### src/rtl/sba_initiator.sv
// System bus access initiator: exposes sbcs / sbaddress0 / sbdata0 to the
// debug module and drives single-beat, word-aligned bus reads and writes.
module sba_initiator #(
  parameter int TimeoutCycles = 64
) (
  input  logic        clk,
  input  logic        rst_n,
  input  logic [1:0]  dm_addr,
  input  logic        dm_we,
  input  logic        dm_re,
  input  logic [31:0] dm_wdata,
  output logic [31:0] dm_rdata,
  output logic [31:0] bus_address,
  output logic [31:0] bus_data_out,
  output logic [3:0]  bus_byte_enable,
  output logic        bus_read,
  output logic        bus_write,
  input  logic [31:0] bus_data_in,
  input  logic        bus_ack
);

  localparam int CW = $clog2(TimeoutCycles + 1);

  typedef enum logic [1:0] {IDLE, REQ, DONE} state_t;

  state_t      state_q, state_d;
  logic [31:0] sbaddress0, sbdata0;
  logic [2:0]  sbaccess, sberror;
  logic        sbreadonaddr, sbreadondata, sbautoincrement, sbbusyerror;
  logic        sbbusy, in_req;
  logic [CW-1:0] cnt;
  // Access size and low address bits of the transfer in flight; sbcs may be
  // rewritten mid-transfer without affecting the return path.
  logic [1:0]  req_acc, req_lo;

  logic        wr_sbcs, wr_addr, wr_data, rd_data;
  logic        no_err, trig_rd, trig_wr, trig, acc_bad, misalign, go;
  logic        busy_hit, ack_ok, tmo;
  logic [31:0] trig_addr, rd_shift, rd_val;

  assign wr_sbcs = dm_we && (dm_addr == 2'd0);
  assign wr_addr = dm_we && (dm_addr == 2'd1);
  assign wr_data = dm_we && (dm_addr == 2'd2);
  assign rd_data = dm_re && (dm_addr == 2'd2) && sbreadondata;

  assign no_err    = (sberror == 3'd0) && !sbbusyerror;
  assign trig_rd   = !sbbusy && no_err && ((wr_addr && sbreadonaddr) || rd_data);
  assign trig_wr   = !sbbusy && no_err && wr_data;
  assign trig      = trig_rd || trig_wr;
  // A sbaddress0 write that triggers a read uses the address being written.
  assign trig_addr = wr_addr ? dm_wdata : sbaddress0;
  assign acc_bad   = sbaccess > 3'd2;
  assign misalign  = ((sbaccess == 3'd1) && trig_addr[0]) ||
                     ((sbaccess == 3'd2) && (trig_addr[1:0] != 2'd0));
  assign go        = trig && !acc_bad && !misalign;
  assign busy_hit  = sbbusy && (wr_addr || wr_data || rd_data);
  assign ack_ok    = in_req && bus_ack;
  // Ack in the final allowed cycle wins over the timeout.
  assign tmo       = in_req && !bus_ack && (cnt == CW'(TimeoutCycles - 1));

  // Read return: align the addressed lane to bit 0, zero-extend to size.
  assign rd_shift = bus_data_in >> {req_lo, 3'b000};
  always_comb begin
    rd_val = rd_shift;
    case (req_acc)
      2'd0:    rd_val = {24'd0, rd_shift[7:0]};
      2'd1:    rd_val = {16'd0, rd_shift[15:0]};
      default: rd_val = rd_shift;
    endcase
  end

  // State register.
  always_ff @(posedge clk) begin
    if (!rst_n) state_q <= IDLE;
    else        state_q <= state_d;
  end

  // Next-state logic.
  always_comb begin
    state_d = state_q;
    case (state_q)
      IDLE:    if (go) state_d = REQ;
      REQ:     if (bus_ack) state_d = DONE;
               else if (tmo) state_d = IDLE;
      DONE:    state_d = IDLE;
      default: state_d = IDLE;
    endcase
  end

  // State decode.
  always_comb begin
    sbbusy = (state_q != IDLE);
    in_req = (state_q == REQ);
  end

  // Bus request registers: loaded on a legal trigger, held through REQ.
  always_ff @(posedge clk) begin
    if (!rst_n) begin
      bus_read        <= 1'b0;
      bus_write       <= 1'b0;
      bus_address     <= 32'd0;
      bus_data_out    <= 32'd0;
      bus_byte_enable <= 4'd0;
      req_acc         <= 2'd0;
      req_lo          <= 2'd0;
      cnt             <= '0;
    end else if (go) begin
      bus_read    <= trig_rd;
      bus_write   <= trig_wr;
      bus_address <= {trig_addr[31:2], 2'b00};
      req_acc     <= sbaccess[1:0];
      req_lo      <= trig_addr[1:0];
      cnt         <= '0;
      case (sbaccess[1:0])
        2'd0: begin
          bus_byte_enable <= 4'b0001 << trig_addr[1:0];
          bus_data_out    <= {4{dm_wdata[7:0]}};
        end
        2'd1: begin
          bus_byte_enable <= 4'b0011 << trig_addr[1:0];
          bus_data_out    <= {2{dm_wdata[15:0]}};
        end
        default: begin
          bus_byte_enable <= 4'b1111;
          bus_data_out    <= dm_wdata;
        end
      endcase
    end else if (ack_ok || tmo) begin
      bus_read  <= 1'b0;
      bus_write <= 1'b0;
    end else if (in_req) begin
      cnt <= cnt + 1'b1;
    end
  end

  // Debug-visible registers: sbcs fields, sbaddress0, sbdata0.
  always_ff @(posedge clk) begin
    if (!rst_n) begin
      sbaddress0      <= 32'd0;
      sbdata0         <= 32'd0;
      sbaccess        <= 3'd2;
      sbreadonaddr    <= 1'b0;
      sbreadondata    <= 1'b0;
      sbautoincrement <= 1'b0;
      sberror         <= 3'd0;
      sbbusyerror     <= 1'b0;
    end else begin
      if (wr_sbcs) begin
        sbreadonaddr    <= dm_wdata[20];
        sbaccess        <= dm_wdata[19:17];
        sbautoincrement <= dm_wdata[16];
        sbreadondata    <= dm_wdata[15];
      end
      // W1C first, then a new error overrides so it is never lost.
      if (trig && acc_bad)       sberror <= 3'd4;
      else if (trig && misalign) sberror <= 3'd3;
      else if (tmo)              sberror <= 3'd1;
      else if (wr_sbcs)          sberror <= sberror & ~dm_wdata[14:12];
      if (busy_hit)              sbbusyerror <= 1'b1;
      else if (wr_sbcs && dm_wdata[22]) sbbusyerror <= 1'b0;

      if (ack_ok && sbautoincrement)
        sbaddress0 <= sbaddress0 + (32'd1 << req_acc);
      else if (wr_addr && !sbbusy)
        sbaddress0 <= dm_wdata;

      if (ack_ok && bus_read)
        sbdata0 <= rd_val;
      else if (wr_data && !sbbusy)
        sbdata0 <= dm_wdata;
    end
  end

  // Combinational register read mux.
  always_comb begin
    dm_rdata = 32'd0;
    case (dm_addr)
      2'd0: dm_rdata = {3'd1, 6'd0, sbbusyerror, sbbusy, sbreadonaddr, sbaccess,
                        sbautoincrement, sbreadondata, sberror, 7'd32, 2'd0, 3'b111};
      2'd1: dm_rdata = sbaddress0;
      2'd2: dm_rdata = sbdata0;
      default: dm_rdata = 32'd0;
    endcase
  end

endmodule

### config.mk
export PLATFORM = sky130hd
export DESIGN_NAME = sba_initiator
export DESIGN_NICKNAME = d
export VERILOG_FILES = /design/src/rtl/sba_initiator.sv
export SDC_FILE = /design/constraint.sdc
export NUM_CORES = 1
export LEC_CHECK = 0
export ABC_AREA = 1
export CORE_MARGIN = 5
export CORE_UTILIZATION = 29
export DETAILED_ROUTE_END_ITERATION = 8
export GPL_TIMING_DRIVEN = 1
export SETUP_SLACK_MARGIN = 0.5
export SLEW_MARGIN = 20
export SYNTH_ARGS = -nofsm -noshare
export SYNTH_HDL_FRONTEND = slang
export SYNTH_SLANG_ARGS = --single-unit
### constraint.sdc
create_clock -name clk -period 2.3 [get_ports clk]
set_input_delay 0.23 -clock clk [delete_from_list [all_inputs] [get_ports clk]]
set_output_delay 0.23 -clock clk [all_outputs]
set_load 0.01 [all_outputs]
Yosys cells after proc, flatten, opt, wreduce, memory -nomap -nowiden
Cells that the tools add are included.
{"block": "op_classes", "n_reduce_logical": 53, "addsub": 2, "shifts": 4, "n_mux": 22, "order_cmp": 1, "bitwise_logic": 4, "n_eq_ne": 10}
{"cell": "32-bit 2-to-1 mux", "n": 5}
{"cell": "32-bit one-hot mux with 2 select lines", "n": 2}
{"cell": "32-bit one-hot mux with 3 select lines", "n": 1}
{"cell": "32-bit adder", "n": 1}
{"cell": "1-bit by 2-bit << shifter with 32-bit output (first input constant)", "n": 1}
{"cell": "32-bit by 5-bit right shift with 32-bit output", "n": 1}
{"cell": "1-bit logical AND", "n": 25}
{"cell": "3-bit 2-to-1 mux", "n": 4}
{"cell": "2-bit nonzero test", "n": 6}
{"cell": "2-bit by 1-bit equality test with 1-bit output (second input constant)", "n": 4}
{"cell": "2-bit logical NOT", "n": 4}
{"cell": "4-bit one-hot mux with 2 select lines", "n": 1}
{"cell": "7-bit by 1-bit adder with 7-bit output (second input constant)", "n": 1}
{"cell": "7-bit by 6-bit equality test with 1-bit output (second input constant)", "n": 1}
{"cell": "1-bit logical OR", "n": 6}
{"cell": "2-bit 2-to-1 mux", "n": 3}
{"cell": "1-bit logical NOT", "n": 5}
{"cell": "1-bit 2-to-1 mux", "n": 5}
{"cell": "2-bit one-hot mux with 2 select lines", "n": 1}
{"cell": "2-bit AND reduction", "n": 2}
{"cell": "4-bit nonzero test", "n": 1}
{"cell": "2-bit OR reduction", "n": 2}
{"cell": "1-bit by 2-bit << shifter with 4-bit output (first input constant)", "n": 1}
{"cell": "2-bit by 2-bit << shifter with 4-bit output (first input constant)", "n": 1}
{"cell": "other kinds (11)", "n": 12}
{"block": "word_totals", "inputBits": 71, "output_inout_bits": 102, "register_bits": 155, "word_cells": 114}

Longest topological paths before layout
Gate-level depths: netlist (run 1).
{"block": "depth", "ltp_word": 10, "depth_mapped": 17}

Worst setup path after synthesis (run 1)
No wires, ideal clock.
{"block": "synth_timing", "kind": "register -> register", "from": "register req_acc[0]", "to": "register sbaddress0[17]", "t_arrival_ps": 1899, "n_path_buf": 1, "stages_incl_launch_ff": 15, "required_time_ps": 2243, "setup_slack_ps": 344, "path_cell_list": "dfxtp_1 -> buf_2 -> nor2_1 -> ha_1 -> nand2_1 -> nand3b_1 -> nand2_1 -> nand2_1 -> nand2_1 -> nand2_1 -> nor2_1 -> nand3_1 -> nand3_1 -> nand2_1 -> inv_1"}
{"block": "synth_via", "elab_chain_len": 3}
{"element": "start, declared", "line_no": "34", "text": "logic [1:0] req_acc, req_lo;"}
{"element": "start signal, assigned", "line_no": "111", "text": "req_acc <= sbaccess[1:0];"}
{"element": "1-bit by 2-bit << shifter with 32-bit output", "line_no": "163", "text": "sbaddress0 <= sbaddress0 + (32'd1 << req_acc);"}
{"element": "32-bit adder", "line_no": "163"}
{"element": "32-bit 2-to-1 mux", "line_no": "162", "text": "if (ack_ok && sbautoincrement)"}
{"element": "end signal, assigned", "line_no": "163"}
{"element": "end signal, assigned", "line_no": "165", "text": "sbaddress0 <= dm_wdata;"}
{"element": "end, declared", "line_no": "27", "text": "logic [31:0] sbaddress0, sbdata0;"}
No other way between the ends.
A chain may end at the register's enable or synchronous reset.

Final worst setup path (run 1)
{"block": "layout_timing", "from": "register req_acc[1]", "to": "register sbaddress0[29]"}
Same word-level chain as after synthesis.

==> results of run 1 <==
Yosys cell counts, types with 3 or more instances:
cell type / instances / share of area
ha_1: 5 / 0.0070
buf_2: 9 / 0.0051
nand2_1: 447 / 0.19
nand2_2: 24 / 0.017
inv_2: 6 / 0.0025
a21oi_1: 113 / 0.064
o211ai_1: 18 / 0.015
a31oi_1: 12 / 0.0084
dfxtp_1: 155 / 0.35
xor2_1: 5 / 0.0049
inv_1: 135 / 0.057
buf_4: 5 / 0.0042
buf_1: 7 / 0.0030
o31ai_1: 9 / 0.0076
o221ai_1: 10 / 0.0098
o22ai_1: 13 / 0.0091
nor3b_1: 3 / 0.0025
a21oi_2: 20 / 0.020
nand3_1: 80 / 0.045
nor2_1: 57 / 0.024
o21ai_1: 4 / 0.0022
nand4_1: 17 / 0.012
o21ai_0: 151 / 0.085
clkbuf_1: 54 / 0.023
nor3_1: 19 / 0.011
worst max-delay path: cells and delay by family, from the launching register on:
kind                     cells  cell delay [ns]
buffers and inverters        2             0.22
AND/OR/NAND/NOR             10             0.81
AO/OA/AOI/OAI                1             0.11
adder cells (fa/ha/maj)      1             0.28
flip-flops                   1             0.38
power by group through the flow:
| stage | Clock [mW] | Sequential [mW] | Combinational, mW |
|---|---|---|---|
| 6_report | 3.32 | 2.86 | 1.21 |
| 5_1_grt | 3.45 | 2.87 | 1.29 |
| 4_1_cts | 3.33 | 2.85 | 1.11 |
| 3_5_place_dp | 0 | 2.91 | 1.07 |
| 3_3_place_gp | 0 | 2.91 | 1.06 |
| 2_1_floorplan | 0 | 2.90 | 0.507 |
what timing repair did:
action,4_1_cts,5_1_grt
setup buffers,15,5
setup endpoints to repair,155,150
gates cloned,2,7
gates resized for setup,124,84
pin swaps,18,16
final timing paths:
check,endpoint,cells after the start,slack [ns],from
hold reg to reg,bus_address[29]$_SDFFE_PN0P_,2,0.45,bus_address[29]$_SDFFE_PN0P_
setup / recovery,sbaddress0[29]$_SDFFE_PN0P_,14,0.36,req_acc[1]$_SDFFE_PN0P_
setup reg to reg,sbaddress0[29]$_SDFFE_PN0P_,14,0.36,req_acc[1]$_SDFFE_PN0P_
hold / removal,sbdata0[0]$_SDFFE_PN0P_,3,0.27,dm_wdata[0]
logic make-up (layout without fill, tap and decap cells):
group | after synthesis | after routing | share of synthesized area
xor+xnor | 6 | 6 | 0.00590
other cells | 1 | 3 | 0.000421
compound gates | 360 | 360 | 0.230
flops | 155 | 155 | 0.349
buf+inv | 222 | 449 | 0.101
simple gates | 654 | 654 | 0.307
fa+ha+maj | 5 | 5 | 0.00703
registers in the layout, indices dropped and copies added (netlist names):
name and cells:
sbdata0 32, req_acc 2, sbautoincrement 1, req_lo 2, sberror 3, bus_write 1, sbreadondata 1, sbaccess 3
bus_byte_enable 4, cnt 7, bus_address 30, sbbusyerror 1, state_q 2, sbreadonaddr 1, bus_read 1, bus_data_out 32
sbaddress0 32
area by class of cell:
type	count	area [µm²]
fill	3149	17600
multi-input combinational	1027	5230
sequential	155	3130
timing repair buffer	274	2700
inverter	143	549
tap	396	495
clock buffer	19	433
clock inverter	13	238
antenna	1	2.50
metal layers:
metal  up-vias  share of wire
met3       103          0.071
met5         -        0.00066
met1      4937           0.41
li1       5065              -
met2       499           0.46
met4         4          0.050
metrics by stage:
stage          utilization  std cells
2_1_floorplan            -       1404
3_3_place_gp         0.375       1966
3_5_place_dp         0.375       1966
4_1_cts              0.409       2015
5_1_grt              0.420       2028
6_report             0.420       2028
==> impl_metrics.tcl, run 1 <==
set metrics [dict create \
    status "completed" \
    postRouteAntennaNets 0 \
    clkSinkCount 155 \
    end_kind "flip-flop" \
    cts_tree "done" \
    final_cell_mix "nand2_1 (434), dfxtp_1 (140), clkdlybuf4s50_1 (134)" \
    finalInstanceArea_um2 12800 \
    die-area_um2 34300 \
    pin_count 173 \
    io_buffers 170 \
    rsz0062_at_grt "yes" \
    min_path_type "primary input to flip-flop" \
    combPwrFrac 0.164 \
    criticalPathCategory "flip-flop to flip-flop" \
    clk_pin_slew_ns 0.07 \
    ys_warn_count 0 \
    grt.met2_usage 0.362 \
    avgViaCountPerCell 5.23 \
    synth_async_sr_flop_share 0 \
    pwr-share-seq 0.387 \
    power_mw 7.39 \
    ir_worst_vdd_v 0.000342 \
    drt_iter0_drc 1026 \
    fmax_ghz 0.516 \
    grt.busiest_layer "met2" \
    drc_errors 0 \
    ys_seq_area_frac 0.349 \
    cpPeakStageDelay_ns 0.38 \
    cts_max_level 4 \
    drive_gt1_frac 0.181 \
    skew_ns 0.0110 \
    power_leakage_nw 5.04 \
    final_common_cell "nand2_1" \
    met3_usage 0.0434 \
    cp_data_arrival_time_ns 2.25 \
    grt_pass1_wl_mm 59.7 \
    finalMaxSlewViolations 0 \
    hold_buffers 0 \
    pre_cts_slack_ns -0.118 \
    dp_hpwl_mm 30.3 \
    drtPass1Iterations 7 \
    p_int_mw 5.32 \
    numCtsBuffers 17 \
    die_h_um 185 \
    clockRootBuffer "clkbuf_16" \
    synth-seq-cells 155 \
    fin_nets 1694 \
    synth_edf_count 0 \
    syn_area_per_cell_um2 6.35 \
    synth_area_um2 8900 \
    place.gp.congestion 0.995 \
    switching_share 0.280 \
    start_kind "flip-flop" \
    clkLatencyLatePin_ns 0.43 \
    power_density_nw_per_um2 578 \
    row_count 64 \
    fin_crit_sh 0.842 \
    die_w_um 185 \
    cp.required_ns 2.61 \
    grt_use_total 0.227 \
    placed_cell_area_um2 11400 \
    max-slew-margin-rel 0.413 \
    clock_path_buffers 2 \
    fin_hold_ws_ns 0.272 \
    setup_tns_ns 0 \
    syn_inst 1403 \
    grt.overflow.total 0 \
    ys_types 43 \
    core_area_um2 30400 \
    critPathSlowestCell "dfxtp_4" \
    drt_wl_total_mm 41.1 \
    synth_ff_type "dfxtp_1" \
    use_met1 0.294 \
    area_growth_syn_to_layout_pct 43.6 \
    crit_top_cell "nand2_1" \
    final-hold-violation-count 0 \
    grt_antenna_before_repair 3 \
    crit_fanout 6 \
    worstPathCellList "inv_6, nor2_4, ha_4, nand2_1, nand3b_1, nand2_2, nand2_2, nand2_4, buf_12, nand3_2, nand2_1, nand2_1, a21oi_2, nor2_1" \
    fin_ws_ns 0.363 \
    start_util 0.293 \
    num_vias 10608 \
    drv_cap 0 \
    period_needed_ns 1.94 \
    netSwitchingPower_mw 2.06 \
    setup_viol 0 \
    grt_max_degree 85 \
    post_drt_wl_per_cell_um 20.3 \
    first_global_vias 10084 \
    tightest_slew_ns 0.877 \
    pwr-share-clk 0.449 \
]
No activity file was read; power rests on OpenSTA's default activity.
==> inputs of run 2 (changes only) <==
- clock period: 2.3 -> 1.9 ns (I/O delays scaled with it)
==> run 2 against run 1 <==
Effect of this change: the flow now finishes with violations (negative setup slack); worst setup slack got worse by 0.41 ns; combinational power is 75% higher; register-to-register slack worse by 0.41 ns; wire length is 15% higher; maximum frequency shrank 0.40%; global-route usage grew 2.9 points; clock power is 11% higher; critical endpoint is now sbaddress0[15]$_SDFFE_PN0P_; highest routed layer unchanged.
==> impl_metrics.tcl, run 2 (synthesis results as in run 1) <==
set metrics [dict create \
    cp_data_arrival_time_ns 2.28 \
    final_common_cell "nand2_1" \
    top_regs "bus_data_out: 32 flops, sbaddress0: 32 flops, sbdata0: 32 flops" \
    die-area_um2 34300 \
    drv_cap 0 \
    area_growth_syn_to_layout_pct 78.7 \
    drt_iter0_drc 1193 \
    die_h_um 185 \
    skew_ns 0.0101 \
    avgViaCountPerCell 5.35 \
    dp_hpwl_mm 31.9 \
    postRouteAntennaNets 0 \
    finalMaxSlewViolations 0 \
    fin_ws_ns -0.0451 \
    core_area_um2 30400 \
    io_buffers 170 \
    start_util 0.293 \
    end_kind "flip-flop" \
    fillCellCount 2864 \
    cp.required_ns 2.24 \
    path_buf_inv 2 \
    n_antenna_cell 0 \
    clk_pin_slew_ns 0.07 \
    grt_antenna_before_repair 2 \
    power_density_nw_per_um2 582 \
    rsz0062_at_grt "yes" \
    post_drt_wl_per_cell_um 21.6 \
    fmax_ghz 0.514 \
    first_global_vias 10828 \
    pin_count 173 \
    ir_worst_vdd_v 0.000558 \
    crit_fanout 5 \
    cts_max_level 4 \
    period_needed_ns 1.95 \
    place.gp.congestion 0.989 \
    drt_wl_total_mm 47.1 \
    numCtsBuffers 17 \
    cpPeakStageDelay_ns 0.37 \
    final_cell_mix "nand2_1 (348), buf_4 (148), dfxtp_1 (109)" \
    grt_max_degree 74 \
    setup_tns_ns -0.207 \
    status "finished with violations" \
    max-slew-margin-rel 0.516 \
    clkLatencyLatePin_ns 0.45 \
    grt.overflow.total 0 \
    drive_gt1_frac 0.393 \
    worstPathCellList "inv_4, nor2_4, ha_4, nand2_1, nand3b_1, nand2_2, nand2_2, nand2_4, nand2_4, o21ai_1, o211ai_1, nand2_1, inv_1" \
    grt_pass1_wl_mm 66.2 \
    start_kind "flip-flop" \
    die_w_um 185 \
    tightest_slew_ns 0.721 \
    final-hold-violation-count 0 \
    num_vias 11679 \
    fin_crit_sh 1.02 \
    setup_viol 11 \
    criticalPathCategory "flip-flop to flip-flop" \
    fin_util 0.523 \
    power_leakage_nw 7.20 \
    violations "negative setup slack" \
    fin_nets 1850 \
    drtPass1Iterations 5 \
    cts_tree "done" \
    crit_family "simple AND/OR/NAND/NOR gates" \
    row_count 64 \
    min_path_type "primary input to flip-flop" \
    grt_use_total 0.256 \
    clockRootBuffer "clkbuf_16" \
    critPathSlowestCell "dfxtp_4" \
    clkSinkCount 155 \
    drc_errors 0 \
    clock_path_buffers 2 \
]
## run 2: area by class of cell
type | instances | area [µm²] | area share
Clock buffer | 22 | 485 | 0.0305
Multi-Input combinational cell | 1028 | 6320 | 0.397
Timing Repair Buffer | 427 | 4610 | 0.290
Timing Repair inverter | 2 | 10.0 | 0.000629
Inverter | 143 | 634 | 0.0399
Sequential cell | 155 | 3220 | 0.203
Clock inverter | 10 | 128 | 0.00802
Tap cell | 396 | 495 | 0.0311
## run 2: where the power goes
| group | internal, mW | switching, mW | total (mW) |
|---|---|---|---|
| clock | 2.11 | 1.58 | 3.69 |
| sequential | 3.34 | 0.113 | 3.45 |
| combinational | 0.977 | 1.14 | 2.12 |
| total | 6.43 | 2.83 | 9.26 |
## run 2: what timing repair did
action / in CTS / in global routing
hold buffers: 0 / 0
pin swaps: 53 / 85
buffers inserted: 59 / 35
cloned: 19 / 8
gates resized for setup: 407 / 337
endpoints found under the setup margin: 247 / 246
hold endpoints to repair: 0 / 0
## run 2: final timing paths
kind / start / end / slack, ns / cells after the start
setup / recovery: req_acc[1]$_SDFFE_PN0P_ / sbaddress0[15]$_SDFFE_PN0P_ / -0.05 / 13
hold / removal: dm_wdata[0] / bus_data_out[0]$_SDFFE_PN0P_ / 0.31 / 4
setup reg to reg: req_acc[1]$_SDFFE_PN0P_ / sbaddress0[15]$_SDFFE_PN0P_ / -0.05 / 13
hold reg to reg: bus_address[27]$_SDFFE_PN0P_ / bus_address[27]$_SDFFE_PN0P_ / 0.46 / 2
## run 2: routing by layer
layer,part of all wire,wire length (µm),track usage
met1,0.40,18800,0.328
met2,0.47,22300,0.421
met3,0.082,3850,0.0483
met4,0.046,2150,0.107
met5,0.00072,34,0
## run 2: metrics by stage
stage	power (mW)	setup slack, ns	instances	hold WS [ns]	area (µm²)
floorplan	4.17	0.162	1404	0.320	9170
global placement	4.96	-0.379	2030	0.443	12200
detailed placement	4.96	-0.437	2030	0.442	12200
CTS	8.95	0.0196	2140	0.423	14400
global route	9.49	-0.133	2183	0.346	15900
finish	9.26	-0.0451	2183	0.309	15900
## run 2: worst register-to-register path: stages (launching register included)
cell	delay (ns)
dfxtp_4	0.37
inv_4	0.09
nor2_4	0.05
ha_4	0.27
nand2_1	0.05
nand3b_1	0.20
nand2_2	0.16
nand2_2	0.10
nand2_4	0.10
nand2_4	0.07
o21ai_1	0.15
o211ai_1	0.11
nand2_1	0.10
inv_1	0.04
